## src/rtl/ex_sig_sync_array.sv

```systemverilog
// Per-channel synchronizer, optional glitch filter, registered edge pulses and saturating rise counters.
// Latency SYNC_STAGES+FILT_CNT edges filtered, SYNC_STAGES+1 unfiltered; no backpressure.
module ex_sig_sync_array #(
  parameter int CHANNELS    = 4,
  parameter int SYNC_STAGES = 2,
  parameter int FILT_CNT    = 3,
  parameter int CNT_W       = 16
) (
  input  logic                      clk,
  input  logic                      rst_n,
  input  logic [CHANNELS-1:0]       sig_in,
  input  logic                      filt_en,
  input  logic                      cnt_clr,
  output logic [CHANNELS-1:0]       sig_out,
  output logic [CHANNELS-1:0]       rise_pulse,
  output logic [CHANNELS-1:0]       fall_pulse,
  output logic [CHANNELS*CNT_W-1:0] rise_cnt
);

  generate
    if (CHANNELS < 1 || CHANNELS > 32 || SYNC_STAGES < 2 || FILT_CNT < 1 || CNT_W < 1) begin : g_param_err
      $error("ex_sig_sync_array: illegal parameter value");
    end
  endgenerate

  localparam int            FW        = (FILT_CNT > 1) ? $clog2(FILT_CNT) : 1;
  localparam logic [FW-1:0] FILT_LAST = FW'(FILT_CNT - 1);

  logic [SYNC_STAGES-1:0][CHANNELS-1:0] sync_q, sync_d;
  logic [CHANNELS-1:0]                  sync_s;
  logic [CHANNELS-1:0]                  lvl_q, lvl_d;
  logic [CHANNELS-1:0][FW-1:0]          fcnt_q, fcnt_d;
  logic [CHANNELS-1:0]                  rise_q, rise_d;
  logic [CHANNELS-1:0]                  fall_q, fall_d;
  logic [CHANNELS-1:0][CNT_W-1:0]       cnt_q, cnt_d;

  assign sync_s = sync_q[SYNC_STAGES-1];

  // Pure shift chain: nothing combinational between metastability stages.
  always_comb begin
    sync_d    = sync_q;
    sync_d[0] = sig_in;
    for (int k = 1; k < SYNC_STAGES; k++) begin
      sync_d[k] = sync_q[k-1];
    end
  end

  // A new level is accepted only after FILT_CNT consecutive disagreeing samples.
  always_comb begin
    lvl_d  = lvl_q;
    fcnt_d = fcnt_q;
    for (int i = 0; i < CHANNELS; i++) begin
      if (!filt_en) begin
        lvl_d[i]  = sync_s[i];
        fcnt_d[i] = '0;
      end else if (sync_s[i] == lvl_q[i]) begin
        fcnt_d[i] = '0;
      end else if (fcnt_q[i] == FILT_LAST) begin
        lvl_d[i]  = sync_s[i];
        fcnt_d[i] = '0;
      end else begin
        fcnt_d[i] = fcnt_q[i] + FW'(1);
      end
    end
    rise_d = lvl_d & ~lvl_q;
    fall_d = ~lvl_d & lvl_q;
  end

  // Counter moves on the same edge the pulse is registered, so it reads updated while the pulse is high.
  always_comb begin
    cnt_d = cnt_q;
    for (int i = 0; i < CHANNELS; i++) begin
      if (cnt_clr) begin
        cnt_d[i] = '0;
      end else if (rise_d[i] && (cnt_q[i] != {CNT_W{1'b1}})) begin
        cnt_d[i] = cnt_q[i] + CNT_W'(1);
      end
    end
  end

  always_ff @(posedge clk or negedge rst_n) begin
    if (!rst_n) begin
      sync_q <= '0;
      lvl_q  <= '0;
      fcnt_q <= '0;
      rise_q <= '0;
      fall_q <= '0;
      cnt_q  <= '0;
    end else begin
      sync_q <= sync_d;
      lvl_q  <= lvl_d;
      fcnt_q <= fcnt_d;
      rise_q <= rise_d;
      fall_q <= fall_d;
      cnt_q  <= cnt_d;
    end
  end

  assign sig_out    = lvl_q;
  assign rise_pulse = rise_q;
  assign fall_pulse = fall_q;
  assign rise_cnt   = cnt_q;

endmodule

```

## config.mk

```make
export PLATFORM = sky130hd
export DESIGN_NAME = ex_sig_sync_array
export DESIGN_NICKNAME = d
export VERILOG_FILES = /design/src/rtl/ex_sig_sync_array.sv
export SDC_FILE = /design/constraint.sdc
export NUM_CORES = 1
export LEC_CHECK = 0
export ABC_AREA = 1
export BUFFER_PORTS_ARGS = -buffer_cell sky130_fd_sc_hd__buf_2
export CAP_MARGIN = 25
export CORE_MARGIN = 2
export CORE_UTILIZATION = 55
export DETAILED_ROUTE_END_ITERATION = 10
export PLACE_DENSITY = 0.78
export RECOVER_POWER = 50
export SLEW_MARGIN = 20
export SYNTH_ARGS = -nofsm -noshare
export SYNTH_HDL_FRONTEND = slang
export SYNTH_SLANG_ARGS = --single-unit
```

## constraint.sdc

```tcl
create_clock -name clk -period 3.08 [get_ports clk]
set_clock_uncertainty 0.1 [all_clocks]
set_input_delay 0.616 -clock clk [delete_from_list [all_inputs] [get_ports clk]]
set_output_delay 0.616 -clock clk [all_outputs]
set_load 0.01 [all_outputs]
```

==> impl_results.md <==
* Status: finished, final reports clean
* Min Tclk post-route at 2.10 ns
* IO Pins at 84
* Nets at 762
* # Post-CTS Setup Buffers at 0
* Global route overflow at 0
* Final WL at 11.4 mm
* Yosys cell types at 28
* Top cell type's share of synthesized area at 0.455
* Max Slew Vio Count at 0
* Crit-path most repeated cell: nand2_1
* Crit path max-delay family: simple AND/OR/NAND/NOR gates
* N_diodes at 0
* Share of cells above drive strength 1 at 0.158
* Fmax at 476 MHz
* Final setup fails at 0
* Post-DRT Antenna Nets at 0
* Worst Tran Pin Value at 1.24 ns
* Syn nets at 681
* Top-count cell post-synth: nand2_1
* Post-DP HPWL at 8.24 mm
* Async set-or-reset flop fraction in the synthesized netlist at 1.00
* Synth top area cells: dfrtp_1 (46%), nand2_1 (18%), nand4_1 (6.7%)
* Hold WS at 0.117 ns
* Synth warn at 0
* CP Max Fanout at 13
* FP Rows at 34
* Die Y at 99.9 um
* Area grow syn2layout at 13.5%
* Critical path cell sequence: ha_1 > nand3_2 > inv_1 > nand2_1 > nor2_1 > nor2_2 > nor2_2 > nand2_1 > nand2_1
* CP Class: flip-flop to flip-flop
* Worst Path Required at 3.28 ns
* Yosys reg bits at 92
* Global-route wire length before repair at 19.9 mm
* Avg Cell Area, Syn at 7.56 sq um
* Post-synth EDFFs at 0
* Vias at 4604
* Tot Pwr at 2.36 mW
* Routed len/inst at 13.2 um
* Max VDD drop at 0.219 mV
* Critical path arrival at 2.30 ns
* # H-tree levels at 3
* RSZ-0062 raised after global routing: no
* Clock Latency Late Sink at 0.36 ns
* Leakage at 2.95 nW
* P per Cell Area at 411 nW/um^2
* Clock transition at path regs at 0.09 ns
* Max incr delay on CP at 0.44 ns
* GRT Overall Usage at 0.243
* CTS tree: built
* Die ar. at 9970 sq um
* Clock Tree Root: clkbuf_8
* Slowest cell on crit path: nor2_2
* Initial detailed-routing violation count at 167
* Synth cell count leaders: nand2_1 (242), dfrtp_1 (92), nor2_1 (83)
* Placeable Area at 8810 sq um
* Antenna violations before repair at 0
* Largest net degree at the start of global routing at 52
* Vias in the first global route at 4441
* Hold Path Class: input port to async pin
* Final Hold Fails at 0
* Post-route DRC violation count at 0
* Part of the cycle the worst path needs at 0.682
* Max-Cap Viols at 0
* Worst setup EP type: flip-flop
* Post-CTS sizing at 0
* Post-Synthesis Cells at 669
* Clk buf depth at 2
* GP Congestion at 0.882
* Final TNS setup at 0 ns
* Starting Density at 0.574
* Main synth FF type: dfrtp_1
* Mapped Area at 5050 sq um
* DRT Pass-1 Iters at 4
* Clock sinks at 92
* Worst Path Buf+Inv at 1
* CTS Buf Count at 9
* Port Buffers at 83
* Post-synthesis sequential area ratio at 0.455
* Crit start category: flip-flop
* Vias/cell at 5.33
* Cts hold-fix bufs at 0
* Synth area leader: dfrtp_1
* Headroom to the max-slew limit at 0.176
* Die Wd at 99.9 um
logic make-up (layout without fill, tap and decap cells):
| kind of cell | count (synthesis) | count (layout) | synth area share |
|---|---|---|---|
| AO/OA/AOI/OAI | 25 | 25 | 0.0302 |
| adder cells (fa/ha/maj) | 4 | 4 | 0.00990 |
| flip-flops | 92 | 92 | 0.455 |
| buffers and inverters | 71 | 157 | 0.0619 |
| XOR/XNOR | 21 | 21 | 0.0364 |
| AND/OR/NAND/NOR | 456 | 456 | 0.406 |
layout make-up:
type / count / area [sq um]
repair buffers: 85 / 418
flip-flops and latches: 92 / 2300
multi-input cells: 506 / 2440
well taps: 108 / 135
clock inverters: 6 / 95.1
fillers: 783 / 3070
clock buffers: 10 / 138
inverters: 56 / 210
state kept, by name (all words and copies together) (netlist names):
signal / cells
fall_pulse: 4
sig_out: 4
sync_s: 4
rise_pulse: 4
fcnt_q: 8
sync_d: 4
rise_cnt: 64
power by group:
group	switching, mW	internal, mW
Sequential	0.0222	1.24
Clock	0.445	0.488
Combinational	0.121	0.0426
cell usage in the layout (no fill, tap or decap), types with 6 or more instances in the layout:
cell / Yosys / final
nor2_2: 6 / 6
dfrtp_1: 92 / 92
nand3_1: 39 / 39
or2_2: 7 / 7
clkbuf_1: 4 / 10
o21bai_1: 11 / 11
nand4_1: 54 / 54
clkbuf_8: 0 / 10
nand2_1: 242 / 242
o21ai_0: 12 / 12
nor2_4: 7 / 7
inv_1: 52 / 53
xor2_1: 17 / 17
nor2_1: 83 / 83
buf_2: 1 / 72
nor4_1: 6 / 6
stage by stage:
step | worst slack [ns] | std cells | instance area (sq um) | util
after floorplan | 1.37 | 669 | 5050 | -
after global placement | 0.891 | 847 | 5530 | 0.628
after detailed placement | 0.743 | 847 | 5530 | 0.628
after CTS | 0.985 | 863 | 5770 | 0.655
after global routing | 0.710 | 863 | 5740 | 0.652
final | 0.980 | 863 | 5740 | 0.652
worst paths after layout:
| check | from | end | slack (ns) | cells after the start |
|---|---|---|---|---|
| min | rst_n | fall_pulse[0] | 0.12 | 1 |
| max in group asynchronous | rst_n | rise_cnt[53] | 1.18 | 2 |
| min reg2reg | sync_d[4] | sync_s[0] | 0.26 | 0 |
| min in group clk | sig_in[3] | sync_d[7] | 0.25 | 1 |
| max reg2reg | rise_cnt[49] | rise_cnt[50] | 0.98 | 9 |
| max | rise_cnt[49] | rise_cnt[50] | 0.98 | 9 |
layer usage:
metal | track usage | vias to the layer above | share of wire
li1 | - | 2321 | -
met5 | 0 | - | 0
met4 | 0.0790 | 0 | 0.010
met3 | 0.0390 | 9 | 0.054
met2 | 0.409 | 141 | 0.49
met1 | 0.325 | 2133 | 0.45
Note: power is estimated with default switching activity, not from simulation.
